**config.mk**
```make
export PLATFORM = sky130hd
export DESIGN_NAME = jtag_shift_bridge
export DESIGN_NICKNAME = d
export VERILOG_FILES = /design/src/rtl/jtag_bridge_pkg.sv /design/src/rtl/jtag_tdo_sync.sv /design/src/rtl/jtag_shift_bridge.sv
export SDC_FILE = /design/constraint.sdc
export NUM_CORES = 1
export LEC_CHECK = 0
export CAP_MARGIN = 20
export CORE_UTILIZATION = 58
export DETAILED_ROUTE_END_ITERATION = 12
export PLACE_DENSITY = 0.89
export SETUP_SLACK_MARGIN = 0.5
export SYNTH_ARGS = -nofsm -noshare
export SYNTH_HDL_FRONTEND = slang
export SYNTH_HIERARCHICAL = 1
export SYNTH_SLANG_ARGS = --single-unit
```
**constraint.sdc**
```tcl
create_clock -name clk -period 3.55 [get_ports clk]
set_input_delay 1.065 -clock clk [delete_from_list [all_inputs] [get_ports clk]]
set_output_delay 1.065 -clock clk [all_outputs]
set_load 0.03 [all_outputs]
```
**src/rtl/jtag_bridge_pkg.sv**
```systemverilog
// Command bytes, FSM states and divider limits shared by the USB-to-JTAG shift bridge.
package jtag_bridge_pkg;

   // ASCII command bytes: B b 0 r u R D C S
   localparam logic [7:0] CMD_BLINK_ON  = 8'h42;
   localparam logic [7:0] CMD_BLINK_OFF = 8'h62;
   localparam logic [7:0] CMD_PIN_BASE  = 8'h30;
   localparam logic [7:0] CMD_RST_BASE  = 8'h72;
   localparam logic [7:0] CMD_RST_LAST  = 8'h75;
   localparam logic [7:0] CMD_READ      = 8'h52;
   localparam logic [7:0] CMD_DIV       = 8'h44;
   localparam logic [7:0] CMD_CHAN      = 8'h43;
   localparam logic [7:0] CMD_SHIFT     = 8'h53;

   localparam logic [7:0] MIN_DIV = 8'd2;

   typedef enum logic [2:0] {
      IDLE,
      ARG,
      HDR,
      DATA,
      SHIFT_LO,
      SHIFT_HI,
      RESP
   } bridge_state_e;

   function automatic logic [7:0] clamp_div(input logic [7:0] n);
      return (n < MIN_DIV) ? MIN_DIV : n;
   endfunction

endpackage

```
**src/rtl/jtag_tdo_sync.sv**
```systemverilog
// Two-flop synchroniser bringing the per-channel TDO lines into the clk domain.
module jtag_tdo_sync #(
   parameter int WIDTH = 2
) (
   input  logic             clk,
   input  logic             rst_i,
   input  logic [WIDTH-1:0] async_in,
   output logic [WIDTH-1:0] sync_out
);

   logic [WIDTH-1:0] meta;

   always_ff @(posedge clk) begin
      if (rst_i) begin
         meta     <= '0;
         sync_out <= '0;
      end else begin
         meta     <= async_in;
         sync_out <= meta;
      end
   end

endmodule

```
**src/rtl/jtag_shift_bridge.sv**
```systemverilog
// Byte-command bridge from a USB stream to bit-banged JTAG ports with a timed shift engine.
module jtag_shift_bridge
   import jtag_bridge_pkg::*;
#(
   parameter int         NUM_CH  = 2,
   parameter logic [7:0] DIV_RST = 8'd4
) (
   input  logic              clk,
   input  logic              rst_i,
   input  logic [7:0]        usb_data,
   input  logic              usb_valid,
   output logic              usb_data_ready_o,
   output logic [7:0]        usb_out,
   output logic              usb_out_valid,
   input  logic              usb_out_ready_i,
   output logic [NUM_CH-1:0] tck,
   output logic [NUM_CH-1:0] tms,
   output logic [NUM_CH-1:0] tdi,
   input  logic [NUM_CH-1:0] tdo,
   output logic              trst,
   output logic              srst,
   output logic              blink_led,
   output logic              busy_o
);

   localparam int SEL_W = (NUM_CH > 1) ? $clog2(NUM_CH) : 1;

   bridge_state_e     state;
   logic              arg_is_div;
   logic [7:0]        divider;
   logic [7:0]        cnt;
   logic [7:0]        data_sh;
   logic [7:0]        tdo_sh;
   logic [2:0]        bit_idx;
   logic [2:0]        nbits_m1;
   logic              hdr_tms;
   logic              cap_en;
   logic              tail;
   logic [SEL_W-1:0]  sel;
   logic [NUM_CH-1:0] tdo_s;
   logic [NUM_CH-1:0] tdo_cap;
   logic              xfer;

   assign xfer = usb_valid & usb_data_ready_o;

   jtag_tdo_sync #(
      .WIDTH(NUM_CH)
   ) u_tdo_sync (
      .clk     (clk),
      .rst_i   (rst_i),
      .async_in(tdo),
      .sync_out(tdo_s)
   );

   // Every output is a register; ready/busy are updated on the same edge as the state change.
   always_ff @(posedge clk) begin
      if (rst_i) begin
         state            <= IDLE;
         usb_data_ready_o <= 1'b0;
         busy_o           <= 1'b0;
         usb_out          <= 8'd0;
         usb_out_valid    <= 1'b0;
         tck              <= '0;
         tms              <= '0;
         tdi              <= '0;
         trst             <= 1'b0;
         srst             <= 1'b0;
         blink_led        <= 1'b0;
         divider          <= DIV_RST;
         sel              <= '0;
         tdo_cap          <= '0;
         arg_is_div       <= 1'b0;
         cnt              <= 8'd0;
         data_sh          <= 8'd0;
         tdo_sh           <= 8'd0;
         bit_idx          <= 3'd0;
         nbits_m1         <= 3'd0;
         hdr_tms          <= 1'b0;
         cap_en           <= 1'b0;
         tail             <= 1'b0;
      end else begin
         case (state)
            IDLE: begin
               usb_data_ready_o <= 1'b1;
               if (xfer) begin
                  if (usb_data == CMD_BLINK_ON) begin
                     blink_led <= 1'b1;
                  end else if (usb_data == CMD_BLINK_OFF) begin
                     blink_led <= 1'b0;
                  end else if (usb_data[7:3] == CMD_PIN_BASE[7:3]) begin
                     tck[sel] <= usb_data[2];
                     tms[sel] <= usb_data[1];
                     tdi[sel] <= usb_data[0];
                  end else if (usb_data >= CMD_RST_BASE && usb_data <= CMD_RST_LAST) begin
                     {trst, srst} <= 2'(usb_data - CMD_RST_BASE);
                  end else if (usb_data == CMD_READ) begin
                     usb_out          <= {7'b0011000, tdo_cap[sel]};
                     usb_out_valid    <= 1'b1;
                     usb_data_ready_o <= 1'b0;
                     busy_o           <= 1'b1;
                     state            <= RESP;
                  end else if (usb_data == CMD_DIV || usb_data == CMD_CHAN) begin
                     arg_is_div <= (usb_data == CMD_DIV);
                     busy_o     <= 1'b1;
                     state      <= ARG;
                  end else if (usb_data == CMD_SHIFT) begin
                     busy_o <= 1'b1;
                     state  <= HDR;
                  end
               end
            end

            ARG: begin
               if (xfer) begin
                  if (arg_is_div) begin
                     divider <= clamp_div(usb_data);
                  end else if ({24'd0, usb_data} < 32'(NUM_CH)) begin
                     sel <= usb_data[SEL_W-1:0];
                  end
                  busy_o <= 1'b0;
                  state  <= IDLE;
               end
            end

            HDR: begin
               if (xfer) begin
                  nbits_m1 <= usb_data[2:0];
                  hdr_tms  <= usb_data[3];
                  cap_en   <= usb_data[4];
                  state    <= DATA;
               end
            end

            DATA: begin
               if (xfer) begin
                  data_sh          <= usb_data;
                  tdo_sh           <= 8'd0;
                  bit_idx          <= 3'd0;
                  tail             <= 1'b0;
                  tck[sel]         <= 1'b0;
                  tms[sel]         <= hdr_tms;
                  tdi[sel]         <= usb_data[0];
                  cnt              <= divider;
                  usb_data_ready_o <= 1'b0;
                  state            <= SHIFT_LO;
               end
            end

            // A one-clk SHIFT_LO visit with tail set parks tck low before leaving the shift.
            SHIFT_LO: begin
               if (tail) begin
                  tail <= 1'b0;
                  if (cap_en) begin
                     usb_out       <= tdo_sh;
                     usb_out_valid <= 1'b1;
                     state         <= RESP;
                  end else begin
                     busy_o           <= 1'b0;
                     usb_data_ready_o <= 1'b1;
                     state            <= IDLE;
                  end
               end else if (cnt == 8'd0) begin
                  tck[sel] <= 1'b1;
                  cnt      <= divider;
                  state    <= SHIFT_HI;
               end else begin
                  cnt <= cnt - 8'd1;
               end
            end

            SHIFT_HI: begin
               if (cnt == 8'd0) begin
                  tdo_sh[bit_idx] <= tdo_s[sel];
                  tdo_cap[sel]    <= tdo_s[sel];
                  tck[sel]        <= 1'b0;
                  state           <= SHIFT_LO;
                  if (bit_idx == nbits_m1) begin
                     tail <= 1'b1;
                  end else begin
                     bit_idx  <= bit_idx + 3'd1;
                     tdi[sel] <= data_sh[1];
                     data_sh  <= data_sh >> 1;
                     cnt      <= divider;
                  end
               end else begin
                  cnt <= cnt - 8'd1;
               end
            end

            RESP: begin
               if (usb_out_ready_i) begin
                  usb_out_valid    <= 1'b0;
                  busy_o           <= 1'b0;
                  usb_data_ready_o <= 1'b1;
                  state            <= IDLE;
               end
            end

            default: begin
               state <= IDLE;
            end
         endcase
      end
   end

endmodule

```
==> flow_summary.ini <==
[sta]
worstMarginPinSlew_ps = 741
fin_setup_tns_ps = 0
setup_viol = 0
worst_hold_slack_ps = 455
post-route-min-period_ps = 2970
clock_skew_ps = 11.8
period_share = 0.838
slew_headroom = 0.502
fmax_ghz = 0.336
hold_violations = 0
maxSlewViolCount = 0
rsz0062_at_grt = false

[final_layout]
nNetsFinal = 534
layout_commonest_cell = dfxtp_1
n_antenna_cell = 0
drive_gt1_frac = 0.120
n_fill_cell = 494
mostFrequentLayoutCells = dfxtp_1, nor2_1, nand2_1
syn_to_final_growth_pct = 18.0
post-route-util = 0.714
final_cell_area_um2 = 4580

[logic_synthesis]
yosysSeqAreaShare = 0.366
yosys_warnings = 6
synth_edf_count = 0
netlist_area_um2 = 3880
synth-seq-cells = 71
synthCells = 489
syn_nets = 505
syn_area_per_cell_um2 = 7.94
synthFlopType = dfxtp_1
yosysUniqueCellTypes = 65
async_reset_ff_frac = 0

[floorplanning]
core_area_um2 = 6420
rows = 29
die-area_um2 = 7030
boundaryPins = 34
fp.dieW_um = 83.8
die_y_um = 83.8
start_util = 0.605

[setup_path]
cpLargestDelayFamily = simple AND/OR/NAND/NOR gates
path_cells = clkdlybuf4s50_1 -> or4bb_4 -> nor4_2 -> a21oi_1 -> nor4_1 -> mux2_2
timing.critical_path.from_type = input pin
cp_max_fo = 6
path_class = in2reg
critPathMaxStageDelay_ps = 640
regToRegSetupSlack_ps = 880
cp-end-kind = flip-flop
critPathRequiredTime_ps = 3790
critical-path-slowest-cell = clkdlybuf4s50_1
cp.buffers_inverters = 1
cp.arrival_ps = 3220

[placed_design]
dp.final_hpwl_um = 7260
portBuffers = 33
placed_area_um2 = 4320
place.gp.congestion = 0.958

[clock_tree]
post_cts_buffers = 0
clkLatencyLatePin_ps = 360
clk_pin_slew_ps = 80
htreeDepth = 3
cts.sinks = 71
clockBufferDepth = 2
postCtsHoldBufs = 0
cts_buffers = 9
cts_tree = done
cts_root_buf = clkbuf_8

[grt]
gr-total-overflow = 0
grt_pass1_wl_um = 17300
grt_pass1_vias = 3721
grt_max_degree = 41
antenna_found_initial = 0
track_usage = 0.306

[route]
wl_met1_um = 4440
wl_um = 10500
wl_met2_um = 4940
wl_per_cell_um = 17.5
dr.pass1.iters = 9
met3WireLength_um = 904
drc_errors = 2
vias = 3925
detail-route-antenna-nets = 0
avgViaCountPerCell = 6.54
drt_iter0_markers = 418
highest_layer = met4

[power_and_ir_drop]
finalPower_mw = 1.65
power_density_nw_per_um2 = 360
vdd_drop_max_mv = 0.277
leakagePower_nw = 1.68

[run_status]
violations = design-rule violations
status = complete, but fails checks

[flow_run]
max_cap_violations = 0

[worst_hold_path]
min_path_type = reg2reg
-- stage by stage --
stage | setup slack [ps] | std cells
final | 576 | 600
after global routing | 508 | 600
after CTS | 509 | 600
after detailed placement | 75.8 | 584
after global placement | 89.0 | 584
after floorplan | 506 | 489
-- worst register-to-register path: stages (launching register included) --
cell and delay, ps:
dfxtp_1 340, inv_1 80, ha_1 230, or4b_1 620, o21ai_2 450, o21ai_0 140
or3_4 410, mux2_4 300
-- kinds of logic after synthesis --
group	after synthesis	share of synthesized area
compound gates	136	0.226
fa+ha+maj	2	0.00644
mux	22	0.0606
simple gates	205	0.282
xor+xnor	4	0.00902
buf+inv	49	0.0506
flops	71	0.366
-- flip-flops by register name (all words and copies together) (netlist names), 2 cells and up --
signal / count
cnt: 8
divider: 8
tdo_sh: 8
usb_out: 8
data_sh: 7
bit_idx: 3
nbits_m1: 3
state: 3
tck: 2
tdi: 2
tdo_cap: 2
tms: 2
u_tdo_sync/meta: 2
u_tdo_sync/sync_out: 2
-- metal layers --
layer  up-vias  global-route usage
met4         0               0.157
met5         -                   0
met3        30              0.0712
met1      1855               0.390
li1       1839                   -
met2       201               0.483
-- Yosys cell counts, drive strengths merged, types with 3 or more instances --
| cell | count | area, um2 |
|---|---|---|
| nand4b | 8 | 70.1 |
| nand2b | 8 | 50.1 |
| and2 | 6 | 37.5 |
| nand3b | 3 | 22.5 |
| nand3 | 11 | 55.1 |
| mux2i | 13 | 130 |
| a211oi | 10 | 75.1 |
| clkbuf | 31 | 118 |
| mux2 | 9 | 105 |
| nand2 | 48 | 180 |
| xor2 | 3 | 26.3 |
| a21oi | 33 | 165 |
| and3b | 3 | 26.3 |
| nor4 | 7 | 43.8 |
| inv | 13 | 48.8 |
| nor4b | 4 | 35.0 |
| o31ai | 4 | 30.0 |
| a211o | 3 | 26.3 |
| a311oi | 6 | 52.6 |
| nor3 | 16 | 85.1 |
| nor2 | 50 | 188 |
| o21bai | 3 | 22.5 |
| a2111oi | 3 | 32.5 |
| nor3b | 3 | 22.5 |
| or4b | 3 | 37.5 |
| buf | 5 | 30.0 |
| o22ai | 5 | 31.3 |
| o21ai | 40 | 204 |
| a31oi | 8 | 50.1 |
| nor2b | 22 | 138 |
| dfxtp | 71 | 1420 |
| or3 | 3 | 23.8 |
-- where the power goes --
part	internal, mW	total (mW)	switching [mW]
Combinational	0.0383	0.0935	0.0552
Sequential	0.799	0.801	0.00231
Clock	0.418	0.756	0.337
Total	1.26	1.65	0.395
-- cell type report --
class	count	area, um2	share of cell area
Clock buffer	10	138	0.0300
Clock inverter	6	93.8	0.0205
Inverter	13	48.8	0.0106
Multi-Input combinational cell	369	2300	0.502
Sequential cell	71	1420	0.310
Tap cell	77	96.3	0.0210
Timing Repair Buffer	54	485	0.106
-- timing repair --
item / in CTS / in global routing
pin swaps: 0 / 2
endpoints found under the setup margin: 7 / 9
gates resized for setup: 5 / 7
-- path summary, 6_finish.rpt --
kind | startpoint | end | cells past startpoint
worst min-delay path | u_tdo_sync/meta[1]$_SDFF_PP0_ | u_tdo_sync/sync_out[1]$_SDFF_PP0_ | 1
worst max register to register | cnt[0]$_SDFFE_PP0P_ | state[0]$_SDFFE_PP0P_ | 7
worst min register to register | u_tdo_sync/meta[1]$_SDFF_PP0_ | u_tdo_sync/sync_out[1]$_SDFF_PP0_ | 1
worst max-delay path | usb_data[4] | tms[1]$_SDFFE_PP0P_ | 6
Power figures use the tool's default switching activity.
